### src/rtl/riscv_pkg.sv
// riscv_pkg: RV32I opcodes, one-hot class bit indices, funct constants and the FIFO entry type
package riscv_pkg;

    localparam logic [6:0] OP_R      = 7'b0110011;
    localparam logic [6:0] OP_I      = 7'b0010011;
    localparam logic [6:0] OP_LOAD   = 7'b0000011;
    localparam logic [6:0] OP_STORE  = 7'b0100011;
    localparam logic [6:0] OP_BRANCH = 7'b1100011;
    localparam logic [6:0] OP_JAL    = 7'b1101111;
    localparam logic [6:0] OP_LUI    = 7'b0110111;
    localparam logic [6:0] OP_AUIPC  = 7'b0010111;
    localparam logic [6:0] OP_JALR   = 7'b1100111;

    typedef enum int {
        T_JALR   = 0,
        T_AUIPC  = 1,
        T_LUI    = 2,
        T_JAL    = 3,
        T_BRANCH = 4,
        T_STORE  = 5,
        T_LOAD   = 6,
        T_IALU   = 7,
        T_R      = 8
    } type_bit_e;

    localparam logic [2:0] F3_ADD  = 3'd0;
    localparam logic [2:0] F3_SLL  = 3'd1;
    localparam logic [2:0] F3_SRX  = 3'd5;
    localparam logic [2:0] F3_SW   = 3'd2;
    localparam logic [2:0] F3_JALR = 3'd0;
    localparam logic [2:0] F3_BR2  = 3'd2;
    localparam logic [2:0] F3_BR3  = 3'd3;
    localparam logic [2:0] F3_LD3  = 3'd3;
    localparam logic [2:0] F3_LD6  = 3'd6;

    localparam logic [6:0] F7_BASE = 7'h00;
    localparam logic [6:0] F7_ALT  = 7'h20;

    typedef struct packed {
        logic        illegal;
        logic [31:0] instr;
    } entry_t;

    // true when v, read as signed, fits in an n-bit two's-complement field
    function automatic logic fits_signed(logic [31:0] v, int n);
        logic [31:0] s;
        s = 32'($signed(v) >>> (n - 1));
        return (s == 32'h0) || (s == 32'hFFFF_FFFF);
    endfunction

endpackage

### src/rtl/inst_enc_fifo.sv
// inst_enc_fifo: synchronous FIFO of encoded entries; head holds the last popped entry while empty
module inst_enc_fifo
    import riscv_pkg::*;
#(
    parameter int DEPTH = 4
) (
    input  logic   clock,
    input  logic   reset,
    input  logic   push,
    input  logic   pop,
    input  entry_t din,
    output logic   full,
    output logic   empty,
    output entry_t dout
);
    localparam int AW = $clog2(DEPTH);
    localparam logic [AW:0] FULL_CNT = (AW + 1)'(DEPTH);

    entry_t        mem [DEPTH];
    entry_t        last;
    logic [AW-1:0] wp, rp;
    logic [AW:0]   cnt;
    logic          do_push, do_pop;

    assign full    = cnt == FULL_CNT;
    assign empty   = cnt == '0;
    assign do_push = push && !full;
    assign do_pop  = pop && !empty;
    assign dout    = empty ? last : mem[rp];

    // storage write, no reset needed since only occupied slots are ever read
    always_ff @(posedge clock) begin
        if (do_push) mem[wp] <= din;
    end

    // pointers, occupancy and the held copy of the last popped entry
    always_ff @(posedge clock) begin
        if (reset) begin
            wp   <= '0;
            rp   <= '0;
            cnt  <= '0;
            last <= '0;
        end else begin
            if (do_push) wp <= wp + AW'(1);
            if (do_pop) begin
                rp   <= rp + AW'(1);
                last <= mem[rp];
            end
            cnt <= cnt + (AW + 1)'(do_push) - (AW + 1)'(do_pop);
        end
    end

endmodule

### src/rtl/inst_encoder.sv
// inst_encoder: packs decoded fields into RV32I words and queues them; INST_ENC_CHECK_EN adds legality checking
module inst_encoder
    import riscv_pkg::*;
#(
    parameter int DEPTH = 4,
    parameter int CNT_W = 16
) (
    input  logic             clock,
    input  logic             reset,
    input  logic             in_valid,
    output logic             in_ready,
    input  logic [8:0]       itype,
    input  logic [2:0]       f3,
    input  logic [6:0]       f7,
    input  logic [4:0]       rd,
    input  logic [4:0]       rs1,
    input  logic [4:0]       rs2,
    input  logic [31:0]      immediate,
    output logic             out_valid,
    input  logic             out_ready,
    output logic [31:0]      instr,
    output logic             illegal,
    output logic [CNT_W-1:0] enc_count,
    output logic [CNT_W-1:0] err_count
);
    logic        full, empty, accept, is_shift;
    logic [31:0] raw;
    entry_t      enc, head;

    assign accept   = in_valid && in_ready;
    assign in_ready = !full;
    assign is_shift = itype[T_IALU] && (f3 == F3_SLL || f3 == F3_SRX);

    // field packing; highest class bit wins if several are set and nothing checks it
    always_comb begin
        raw = itype[T_R]      ? {f7, rs2, rs1, f3, rd, OP_R} :
              itype[T_IALU]   ? (is_shift ? {f7, immediate[4:0], rs1, f3, rd, OP_I}
                                          : {immediate[11:0], rs1, f3, rd, OP_I}) :
              itype[T_LOAD]   ? {immediate[11:0], rs1, f3, rd, OP_LOAD} :
              itype[T_STORE]  ? {immediate[11:5], rs2, rs1, f3, immediate[4:0], OP_STORE} :
              itype[T_BRANCH] ? {immediate[12], immediate[10:5], rs2, rs1, f3,
                                 immediate[4:1], immediate[11], OP_BRANCH} :
              itype[T_JAL]    ? {immediate[20], immediate[10:1], immediate[11],
                                 immediate[19:12], rd, OP_JAL} :
              itype[T_LUI]    ? {immediate[31:12], rd, OP_LUI} :
              itype[T_AUIPC]  ? {immediate[31:12], rd, OP_AUIPC} :
              itype[T_JALR]   ? {immediate[11:0], rs1, F3_JALR, rd, OP_JALR} :
                                32'h0;
    end

`ifdef INST_ENC_CHECK_EN
    logic f7_ok, multi, fit12, bad;

    // legality check: class one-hot, funct fields valid, immediate representable
    always_comb begin
        f7_ok = (f7 == F7_BASE) || (f7 == F7_ALT);
        multi = (itype & (itype - 9'd1)) != 9'd0;
        fit12 = fits_signed(immediate, 12);
        bad   = multi
             || (itype[T_R] && (!f7_ok || (f7 == F7_ALT && f3 != F3_ADD && f3 != F3_SRX)))
             || (itype[T_IALU] && (!fit12 || (is_shift && (!f7_ok || (f7 == F7_ALT && f3 == F3_SLL)))))
             || (itype[T_LOAD] && (!fit12 || f3 == F3_LD3 || f3 >= F3_LD6))
             || (itype[T_STORE] && (!fit12 || f3 > F3_SW))
             || (itype[T_BRANCH] && (!fits_signed(immediate, 13) || immediate[0] || f3 == F3_BR2 || f3 == F3_BR3))
             || (itype[T_JAL] && (!fits_signed(immediate, 21) || immediate[0]))
             || ((itype[T_LUI] || itype[T_AUIPC]) && immediate[11:0] != 12'h0)
             || (itype[T_JALR] && (!fit12 || f3 != F3_JALR));
    end

    assign enc = '{illegal: bad, instr: bad ? 32'h0 : raw};

    // illegal-instruction counter, wraps naturally
    always_ff @(posedge clock) begin
        if (reset) err_count <= '0;
        else if (accept && bad) err_count <= err_count + CNT_W'(1);
    end
`else
    assign enc       = '{illegal: 1'b0, instr: raw};
    assign err_count = '0;
`endif

    // accepted-instruction counter, wraps naturally
    always_ff @(posedge clock) begin
        if (reset) enc_count <= '0;
        else if (accept) enc_count <= enc_count + CNT_W'(1);
    end

    inst_enc_fifo #(.DEPTH(DEPTH)) u_fifo (
        .clock (clock),
        .reset (reset),
        .push  (accept),
        .pop   (out_ready),
        .din   (enc),
        .full  (full),
        .empty (empty),
        .dout  (head)
    );

    assign out_valid = !empty;
    assign instr     = head.instr;
    assign illegal   = head.illegal;

endmodule

### config.mk
export PLATFORM = sky130hd
export DESIGN_NAME = inst_encoder
export DESIGN_NICKNAME = d
export VERILOG_FILES = /design/src/rtl/riscv_pkg.sv /design/src/rtl/inst_enc_fifo.sv /design/src/rtl/inst_encoder.sv
export SDC_FILE = /design/constraint.sdc
export NUM_CORES = 1
export LEC_CHECK = 0
export ABC_AREA = 1
export BUFFER_PORTS_ARGS = -buffer_cell sky130_fd_sc_hd__clkbuf_2
export CAP_MARGIN = 20
export CORE_MARGIN = 2
export CORE_UTILIZATION = 30
export CTS_BUF_LIST = sky130_fd_sc_hd__clkbuf_8
export CTS_CLUSTER_SIZE = 8
export DETAILED_ROUTE_END_ITERATION = 10
export HOLD_SLACK_MARGIN = 0.08
export MAX_ROUTING_LAYER = met4
export PLACE_DENSITY = 0.47
export REMOVE_ABC_BUFFERS = 1
export SYNTH_ARGS = -nofsm -noshare
export SYNTH_HDL_FRONTEND = slang
export SYNTH_SLANG_ARGS = --single-unit
### constraint.sdc
create_clock -name clock -period 4.2 [get_ports clock]
set_input_delay 0 -clock clock [delete_from_list [all_inputs] [get_ports clock]]
set_output_delay 0 -clock clock [all_outputs]
set_load 0.005 [all_outputs]
==> impl_metrics.toml <==
[pwr]
internal-power_mw = 3.22
vdd_drop_max_mv = 0.201
switching_power_mw = 1.81
seq_power_share = 0.445
p_per_area_mw_per_mm2 = 514
clkPwrFrac = 0.220
switching_share = 0.360
combPwrFrac = 0.335
power.total_mw = 5.04
p_leak_nw = 3.97

[placed_design]
place.port_buffers = 119
routabilityCongestion = 0.850
dp_hpwl_um = 13600
post-place-ws_ps = 1820

[synth]
ys_async_sr_fraction = 0
yosys.area.top_type = "edfxtp_1"
ys_seq_elements = 180
synth-seq-area-share = 0.596
synthMostInstantiatedCell = "nand2_1"
synth.cells.most_frequent = "nand2_1, edfxtp_1, a21oi_1"
synth.area.top_cells = "edfxtp_1, dfxtp_1, nand2_1"
synth_edf_count = 124
synth_top_area_share = 0.458
syn_inst = 851
synth_cell_types = 36
yosys_warnings = 0
synth_area_mm2 = 0.00813
synthFlopType = "edfxtp_1"
syn_avg_cell_area_um2 = 9.55

[setup_path]
crit_type = "flip-flop to output pin"
worstSetupEndpointType = "output pin"
cp-start-kind = "flip-flop"
critPathSlowestCell = "nand2_2"
cp.arrival_ps = 2490
crit_chain = "nor2_1 > nand2_2 > buf_4 > a21oi_1 > clkbuf_2"
r2r-end = "u_fifo.cnt[2]"
cp.required_ps = 4200
reg2reg_depth = 9
crit_fanout = 45
r2r_slack_ps = 1840
slowest_delay_ps = 590
worstReg2RegStart = "u_fifo.cnt[1]"

[drt]
wl_met2_um = 9580
drtIter0Drc = 429
top_layer = "met4"
postRouteAntennaNets = 0
vias = 6281
wl_met3_um = 740
wl_per_cell_um = 15.2
post_drt_via_cell_ratio = 4.64
post-route-drc-count = 0
wl_met1_um = 10000
wl_um = 20600
drtPass1Iterations = 5

[finish]
n_antenna_cell = 0
area_growth_pct = 20.6
fillers = 2698
finalNetCount = 1079
drive_gt1_frac = 0.179

[min_path]
min_path_cells = 3
hp-start = "immediate[4]"
min_to = "u_fifo.mem[1][24]"
holdCritPathClass = "input pin to flip-flop"

[clock_tree]
clk_latency_ps = 460
cts_buffer_depth = 2
cts_tree = "done"
cts_root_buffer = "clkbuf_8"
htree_num_levels = 4
clock-sinks = 180
path_clk_slew_ps = 100
cts_resized = 0
cts_inserted_buffers = 17

[outcome]
status = "complete, no violations"

[global_route]
first_global_vias = 5974
antenna_found_initial = 0
grt_max_degree = 68
grt_pass1_wl_um = 32300
track_usage = 0.152
overflow = 0

[floorplan]
dieArea_mm2 = 0.0284
die_h_um = 169
start_util = 0.303
boundaryPins = 137
fp-row-count = 60
fp.dieW_um = 169
core_area_mm2 = 0.0268

[job]
maxCapViolations = 0

[timing]
fmax_mhz = 402
tns_ps = 0
finalSetupViolCount = 0
fin_skew_ps = 20.2
drv_slew = 0
worst_pin_slew_ps = 919
rsz0062_at_grt = "no"
fin_crit_sh = 0.592
relSlewSlack = 0.385
final-hold-violation-count = 0
period_needed_ps = 2490
worst_slack_ps = 1710
[power by group through the flow]
stage	Sequential, mW	Clock (mW)	Combinational [mW]
after CTS	2.24	1.15	1.74
after global placement	2.28	0	1.69
final	2.24	1.11	1.69
after detailed placement	2.28	0	1.70
after floorplan	2.30	0	0.949
after global routing	2.27	1.21	1.94
[timing repair]
| action | in CTS | in global routing |
|---|---|---|
| hold buffers | 44 | 0 |
| setup buffers | 0 | 0 |
| endpoints found under the hold margin | 105 | 0 |
[cell type report]
class	count	area [um^2]	area share
timing repair buffer	173	1110	0.113
multi-input combinational	563	2800	0.286
tap	341	427	0.0435
inverter	66	248	0.0253
clock inverter	15	138	0.0140
clock buffer	17	234	0.0239
sequential	180	4850	0.494
[per-layer routing]
metal  global-route usage  vias to the layer above
met4               0.0431                        0
met1                0.199                     2923
met2                0.244                      131
met5                    -                        -
met3               0.0257                       23
li1                     -                     3204
[per-stage QoR]
step | utilization | cells | area, um^2 | hold slack (ps)
floorplan | - | 809 | 7880 | 69.1
global placement | 0.336 | 1279 | 8990 | 386
detailed placement | 0.336 | 1279 | 8990 | 377
finish | 0.366 | 1355 | 9810 | 116
CTS | 0.366 | 1355 | 9810 | 91.4
global route | 0.366 | 1355 | 9810 | 105
[critical path, delay by kind of cell (launching register included)]
family | cells | cell delay [ps]
and+or+nand+nor | 2 | 890
buffers and inverters | 2 | 590
DFF | 1 | 350
AOI/OAI and AO/OA | 1 | 200
[registers in the layout (all words and copies together), names as in the netlist, named ones only]
signal       cells
u_fifo.cnt       3
u_fifo.rp        2
u_fifo.mem     124
u_fifo.wp        2
u_fifo.last     31
enc_count       16
[how the worst max path moves through the flow]
stage,endpoint,start,slack (ps),depth (start not counted)
4_1_cts,instr[10],u_fifo.cnt[1],1570,5
6_report,instr[10],u_fifo.cnt[1],1710,5
5_1_grt,instr[10],u_fifo.cnt[1],1380,5
3_5_place_dp,u_fifo.cnt[2],u_fifo.cnt[1],1820,9
2_1_floorplan,u_fifo.cnt[1],u_fifo.cnt[1],1340,8
3_3_place_gp,u_fifo.cnt[1],u_fifo.cnt[2],1900,9
[cell usage in the layout, fill, tap and decap left out, drive strengths merged]
| cell | instances |
|---|---|
| a21boi | 1 |
| a21oi | 118 |
| a22oi | 2 |
| a31o | 1 |
| a32o | 31 |
| a32oi | 2 |
| buf | 10 |
| clkbuf | 136 |
| clkinv | 7 |
| conb | 17 |
| dfxtp | 56 |
| dlygate4sd3 | 44 |
| edfxtp | 124 |
| fa | 1 |
| ha | 7 |
| inv | 74 |
| nand2 | 198 |
| nand3 | 35 |
| nand3b | 1 |
| nand4 | 2 |
| nor2 | 78 |
| nor3 | 2 |
| nor3b | 1 |
| o211ai | 3 |
| o21a | 1 |
| o21ai | 57 |
| o22ai | 2 |
| xor2 | 3 |
[cells by family after synthesis]
family	Yosys count	share of synthesized area
XOR/XNOR	3	0.00323
buffers and inverters	124	0.0690
AND/OR/NAND/NOR	317	0.159
adder cells (fa/ha/maj)	8	0.0132
other	1	0.000461
AO/OA/AOI/OAI	218	0.159
flip-flops	180	0.596
Power figures use the tool's default switching activity.
